$ cat src/rtl/fetch_stage.sv
// IF stage of the 5-stage RV32I pipeline: owns the PC, issues in-order imem requests,
// buffers responses in a small fetch queue and drives the IF/ID register.
module fetch_stage #(
    parameter logic [31:0] RESET_PC    = 32'h0000_0000,
    parameter int unsigned QDEPTH      = 2,
    parameter logic [31:0] BUBBLE_INST = 32'h0000_0000
) (
    input  logic        clk,
    input  logic        rst_n,
    output logic        imem_req_valid,
    input  logic        imem_req_ready,
    output logic [31:0] imem_req_addr,
    input  logic        imem_rsp_valid,
    input  logic [31:0] imem_rsp_data,
    input  logic        redirect_valid,
    input  logic [31:0] redirect_pc,
    input  logic        stall_D,
    output logic [31:0] instruction_D,
    output logic [31:0] pc_D,
    output logic [31:0] pc_plus4_D,
    output logic        valid_D
);

    localparam int PW = (QDEPTH > 1) ? $clog2(QDEPTH) : 1;
    localparam int CW = $clog2(QDEPTH + 1);

    typedef logic [PW-1:0] ptr_t;
    typedef logic [CW-1:0] cnt_t;

    logic [31:0] fetch_pc_q;
    logic        run_q;
    cnt_t        inflight_q;
    cnt_t        drop_cnt_q;
    cnt_t        q_count_q;
    ptr_t        q_head_q;
    ptr_t        q_tail_q;
    ptr_t        tag_head_q;
    ptr_t        tag_tail_q;

    logic [31:0] q_pc_q   [QDEPTH];
    logic [31:0] q_data_q [QDEPTH];
    logic [31:0] tag_q    [QDEPTH];

    logic [31:0] instr_q;
    logic [31:0] pc_d_q;
    logic        valid_q;

    logic [CW:0] occupancy;
    logic        issue;
    logic        rsp_keep;
    logic        pop;
    logic        unused_rpc_bits;

    function automatic ptr_t ptr_inc(input ptr_t p);
        return (p == ptr_t'(QDEPTH - 1)) ? '0 : p + 1'b1;
    endfunction

    // Queue entries and in-flight requests share one credit pool, so the queue never overflows.
    assign occupancy      = {1'b0, q_count_q} + {1'b0, inflight_q};
    assign imem_req_valid = run_q && !redirect_valid && (occupancy < (CW+1)'(QDEPTH));
    assign imem_req_addr  = fetch_pc_q;
    assign issue          = imem_req_valid && imem_req_ready;
    assign rsp_keep       = imem_rsp_valid && (drop_cnt_q == '0) && !redirect_valid;
    assign pop            = !redirect_valid && !stall_D && (q_count_q != '0);

    assign instruction_D   = instr_q;
    assign pc_D            = pc_d_q;
    assign pc_plus4_D      = pc_d_q + 32'd4;
    assign valid_D         = valid_q;
    assign unused_rpc_bits = ^redirect_pc[1:0];

    // NOTE: sequential state uses non-blocking assignments so every register samples pre-edge values.
    always_ff @(posedge clk or negedge rst_n) begin
        if (!rst_n) begin
            fetch_pc_q <= RESET_PC;
            run_q      <= 1'b0;
            inflight_q <= '0;
            drop_cnt_q <= '0;
            q_count_q  <= '0;
            q_head_q   <= '0;
            q_tail_q   <= '0;
            tag_head_q <= '0;
            tag_tail_q <= '0;
        end else begin
            run_q <= 1'b1;
            if (redirect_valid) begin
                // Everything still outstanding belongs to the squashed path.
                fetch_pc_q <= {redirect_pc[31:2], 2'b00};
                inflight_q <= inflight_q - cnt_t'(imem_rsp_valid);
                drop_cnt_q <= inflight_q - cnt_t'(imem_rsp_valid);
                q_count_q  <= '0;
                q_head_q   <= '0;
                q_tail_q   <= '0;
                tag_head_q <= '0;
                tag_tail_q <= '0;
            end else begin
                if (issue) begin
                    fetch_pc_q <= fetch_pc_q + 32'd4;
                    tag_tail_q <= ptr_inc(tag_tail_q);
                end
                inflight_q <= inflight_q + cnt_t'(issue) - cnt_t'(imem_rsp_valid);
                if (imem_rsp_valid && (drop_cnt_q != '0)) begin
                    drop_cnt_q <= drop_cnt_q - 1'b1;
                end
                if (rsp_keep) begin
                    tag_head_q <= ptr_inc(tag_head_q);
                    q_tail_q   <= ptr_inc(q_tail_q);
                end
                if (pop) begin
                    q_head_q <= ptr_inc(q_head_q);
                end
                q_count_q <= q_count_q + cnt_t'(rsp_keep) - cnt_t'(pop);
            end
        end
    end

    // NOTE: storage arrays carry no reset; pointers and counts alone decide which entries are live.
    always_ff @(posedge clk) begin
        if (issue) begin
            tag_q[tag_tail_q] <= fetch_pc_q;
        end
        if (rsp_keep) begin
            q_pc_q[q_tail_q]   <= tag_q[tag_head_q];
            q_data_q[q_tail_q] <= imem_rsp_data;
        end
    end

    always_ff @(posedge clk or negedge rst_n) begin
        if (!rst_n) begin
            instr_q <= BUBBLE_INST;
            pc_d_q  <= 32'h0000_0000;
            valid_q <= 1'b0;
        end else if (redirect_valid) begin
            instr_q <= BUBBLE_INST;
            valid_q <= 1'b0;
        end else if (!stall_D) begin
            if (q_count_q != '0) begin
                instr_q <= q_data_q[q_head_q];
                pc_d_q  <= q_pc_q[q_head_q];
                valid_q <= 1'b1;
            end else begin
                instr_q <= BUBBLE_INST;
                valid_q <= 1'b0;
            end
        end
    end

endmodule
$ cat config.mk
export PLATFORM = sky130hd
export DESIGN_NAME = fetch_stage
export DESIGN_NICKNAME = d
export VERILOG_FILES = /design/src/rtl/fetch_stage.sv
export SDC_FILE = /design/constraint.sdc
export NUM_CORES = 1
export LEC_CHECK = 0
export CAP_MARGIN = 15
export CORE_MARGIN = 2
export CORE_UTILIZATION = 53
export DETAILED_ROUTE_END_ITERATION = 7
export PLACE_DENSITY = 0.82
export RECOVER_POWER = 100
export SLEW_MARGIN = 10
export SYNTH_ARGS = -nofsm -noshare
export SYNTH_HDL_FRONTEND = slang
export SYNTH_SLANG_ARGS = --single-unit
export TNS_END_PERCENT = 10
$ cat constraint.sdc
create_clock -name clk -period 5.2 [get_ports clk]
set_input_delay 1.04 -clock clk [delete_from_list [all_inputs] [get_ports clk]]
set_output_delay 1.04 -clock clk [all_outputs]
set_load 0.01 [all_outputs]
* Word level (Yosys, flattened, before mapping)
Memory sizes are Yosys's and may differ from the RTL's. A register that Yosys moved wholly into a read port is not among the register bits. Index checks and enable logic that the tools add are counted.
Word-level totals: input bits 70, RAM bits 192, flip-flop bits (word level) 76, memories kept 3
Cells by class: bitwise logic cells 2, $add $sub $neg 13, equal/unequal tests 1, mux-type cells 28, $lt $le $gt $ge 1, reduce and logical (&&, ||, !) cells 19
Memory list:
- q_data_q | words 2, width 32, rd ports 1, clocked after memory_dff 0, wr ports 1, RTL line 41 | logic [31:0] q_data_q [QDEPTH];
- q_pc_q | words 2, width 32, rd ports 1, clocked after memory_dff 1, wr ports 1, RTL line 40 | logic [31:0] q_pc_q [QDEPTH];
- tag_q | words 2, width 32, rd ports 1, clocked after memory_dff 0, wr ports 1, RTL line 42 | logic [31:0] tag_q [QDEPTH];
Operators by type and width (count):
- $mux 32 | 5
- $add 32x3->32 const B | 2
- $mux 1 | 19
- $reduce_bool 2->1 | 6
- $logic_and 1x1->1 | 8
- $mux 2 | 4
- $sub 2x1->2 | 3
- $add 1x1->1 const B | 4
- $add 2x1->2 | 2
- $add 2x2->3 | 1
- $logic_not 1->1 | 3
- $lt 3x2->1 const B | 1
- $reduce_and 3->1 | 1
- $logic_not 2->1 | 1
- $ne 2x2->1 const B | 1
- $not 1->1 | 2
- $sub 2x1->2 const B | 1

* Longest topological paths before layout
depth after elaboration 7, depth in mapped cells 13, gate-level depth less buffers 11

* Worst setup path after synthesis
Ideal clock, no wire load.
path type input-to-reg, from in redirect_valid, to mem q_data_q[0][0] (enable), stages 3, arrival time 3.858 ns, setup slack 0.859 ns, setup time 0.482 ns, path through inv_2 -> nand3_1 -> nor2_1
On the way: word-level cells in the longest chain between the ends 4
RTL lines:
- start, declared | RTL line 15 | input logic redirect_valid,
- $logic_not 1->1 | RTL line 63 | assign rsp_keep = imem_rsp_valid && (drop_cnt_q == '0) && !redirect_valid;
- $logic_and 1x1->1 | RTL line 63
- $mux 1 | RTL line 122 | if (rsp_keep) begin
- $mux 1 (not written as such) | RTL line 124 | q_data_q[q_tail_q] <= imem_rsp_data;
- end, declared | RTL line 41
Every way passes these cells.

* Worst setup path in the final report
from in imem_rsp_valid, to mem q_data_q[1][14] (enable)
On the way: word-level cells in the longest chain between the ends 4
RTL lines:
- start, declared | RTL line 13 | input logic imem_rsp_valid,
- $logic_and 1x1->1 (2 in series) | RTL line 63
- $mux 1 | RTL line 122
- $mux 1 (not written as such) | RTL line 124
Every way passes these cells.

==> impl_metrics.toml <==
[setup_path]
r2r-end = "imem_req_addr[5]$_DFFE_PN0P_"
cp-end-kind = "register"
cp_data_arrival_time_ns = 4.51
cp-startpoint = "imem_rsp_valid"
critPathMaxFanout = 26
reg2reg_from = "inflight_q[0]$_DFF_PN0_"
reg2reg_slack_ns = 1.12
cp_data_required_time_ns = 5.34
crit_end = "q_data_q[1][14]$_DFFE_PP_"
worstSetupStartpointType = "primary input"
r2r_cells = 8
path_class = "primary input to register"

[clock_tree]
postCtsSetupBuffers = 0
cts_resized = 0
cts_buffer_depth = 3
cts.sinks = 288
cts_root_buf = "clkbuf_16"
clock_latency_ns = 0.52
tritoncts = "built"
cts_hold_buf = 0
clkTransAtPathRegs_ns = 0.06
htree_levels = 1
cts_made_buffers = 28

[placed_design]
pre_cts_ws_ns = 1.57
placed_cell_area_um2 = 13900
io_buffers = 191
gp_congestion = 0.847
dp.cells = 1304
place_hpwl_mm = 16.3

[timing]
worst_slack_ns = 0.827
finalSetupViolCount = 0
layout_min_cycle_time_ns = 4.37
slew_viol_final = 268
hold_violations = 0
fmaxAchievable_ghz = 0.229
tightest_slew_ns = 3.28
grt_setup_unrepaired = "no"
hold_ws_ns = 0.471
fin_crit_sh_pct = 84.1
fin_worst_skew_ns = 0.00964
fin_tns_setup_ns = 0
maxSlewHeadroom_pct = -119

[finish]
drive_gt1_share_pct = 6.23
final.fill_count = 1501
final_util_pct = 68.1
syn2layout_area_growth_pct = 26.5
multi_input_area_um2 = 3340
ff_latch_area_um2 = 8130
nets = 1133
diodes = 0
final_cells = 1356
final_area_um2 = 14800

[yosys]
synthTopCellsByArea = "edfxtp_1, dfrtp_1, mux2i_1, o21ai_0, nand2_1"
postSynth.asyncResetShare_pct = 36.1
synth.avg_cell_area_um2 = 13.7
synth.distinct_cells = 51
synth-seq-cells = 288
synth_top_area_share_pct = 47.2
yosys.area.top_type = "edfxtp_1"
seq_area_frac_synth_pct = 69.4
yosysWarnings = 0
postSynthCellCount = 855
synth_common_cells = "edfxtp_1, nand2_1, dfrtp_1, o21ai_0, mux2i_1"
syn-cell-area_um2 = 11700
synthFlopType = "edfxtp_1"
yosysMostFrequentCell = "edfxtp_1"
synth_edf_count = 184

[global_routing]
grt_pass1_vias = 7569
grt.busiest_layer = "met2"
gr-usage-met1_pct = 30.6
grtUsageMet2_pct = 35.5
gr-total-overflow = 0
grtUsageTotal_pct = 21.5
grt_max_degree = 94
grt_antenna_before_repair = 0
grt_pass1_wl_mm = 40.5
grt_util_met3_pct = 3.04

[die]
die_h_um = 153
dieArea_um2 = 23300
initial_utilization_pct = 53.9
ios = 200
core-area_um2 = 21800
die_x_um = 153
row_count = 54

[route]
drc = 0
first_iter_violations = 695
wl_per_cell_um = 18.4
wl_mm = 25.0
drt_first_pass_iters = 5
vias_per_cell = 5.59
drtAntennaViolNets = 0
num_vias = 7581

[pwr]
peakVddDrop_mv = 0.293
power_frac_clock_pct = 30.8
p_int_mw = 4.79
p_per_area_nw_per_um2 = 451
p_total_mw = 6.68
p_sw_share_pct = 28.4
seqPwrFrac_pct = 47.0
p_sw_mw = 1.90
leakage_nw = 5.68
p_comb_share_pct = 22.1

[worst_hold_path]
worstHoldStart = "instruction_D[13]$_DFFE_PN0P_"
hold_class = "register to register"

[status]
violations = "max-capacitance violations, max-slew violations"
status = "finished, violations left"

[job]
maxCapViolations = 6
[cell usage in the layout (no fill, tap or decap), drive strengths merged, types with 4 or more instances in the layout]
cell           instances
buf                    5
nor2                  33
nor3                   9
xor2                  12
clkdlybuf4s50         32
nand4                 22
a22oi                  5
mux2i                 66
o21ai                 85
mux2                  30
clkinv                 9
and3                   7
o311ai                 6
a21oi                  4
inv                   18
a31oi                  7
nor4                   4
edfxtp               184
o211ai                 5
ha                     8
dlygate4sd3          157
dfrtp                104
nand3                 31
clkbuf                49
xnor2                 26
nand2                113
and2                   6
conb                   7
[routing by layer]
metal,vias up,wire length (um)
li1,3534,-
met1,3726,10800
met2,285,12300
met3,36,1510
met4,0,424
met5,-,0
[worst max-delay path, cell delays in order]
cell and delay (ns):
dlygate4sd3_1 0.66, nand3_1 0.19, nor2_1 1.70, clkbuf_1 0.90
[power by group through the flow]
| stage | sequential [mW] | combinational (mW) | clock [mW] |
|---|---|---|---|
| finish | 3.14 | 1.48 | 2.06 |
| detailed placement | 3.19 | 1.64 | 0 |
| global placement | 3.17 | 1.59 | 0 |
| CTS | 3.15 | 1.65 | 2.09 |
| floorplan | 3.16 | 0.757 | 0 |
| global route | 3.19 | 1.62 | 2.18 |
[layout make-up]
cell class	count	share of cell area (%)
flip-flops and latches	288	54.9
clock buffers	38	5.47
repair buffers	205	13.3
inverters	17	0.431
well taps	280	2.36
clock inverters	14	0.988
multi-input cells	514	22.6
[registers in the layout, summed over array words and instances, names as in the netlist, 2 cells and up]
signal / count
drop_cnt_q: 2
imem_req_addr: 30
inflight_q: 2
instruction_D: 32
pc_D: 30
q_count_q: 2
q_data_q: 64
q_pc_q: 60
tag_q: 60
[worst min path at each step]
stage | cells after the start | slack [ns] | to
floorplan | 2 | 0.50 | instruction_D[0]$_DFFE_PN0P_
global placement | 2 | 0.46 | valid_D$_DFFE_PN0P_
detailed placement | 2 | 0.47 | instruction_D[27]$_DFFE_PN0P_
CTS | 2 | 0.48 | instruction_D[27]$_DFFE_PN0P_
global route | 2 | 0.50 | instruction_D[15]$_DFFE_PN0P_
finish | 2 | 0.47 | instruction_D[13]$_DFFE_PN0P_
[logic make-up (layout without fill, tap and decap cells)]
| logic type | Yosys count | count (layout) | share of synthesized area [%] |
|---|---|---|---|
| buffers and inverters | 58 | 274 | 2.13 |
| xor gates and xnor gates | 38 | 38 | 2.84 |
| adders and majority gates | 9 | 9 | 1.03 |
| muxes | 96 | 96 | 8.52 |
| other | 2 | 7 | 0.0641 |
| AOI/OAI and AO/OA | 125 | 125 | 6.22 |
| DFF | 288 | 288 | 69.4 |
| and+or+nand+nor | 239 | 239 | 9.84 |
Power figures use the tool's default switching activity.
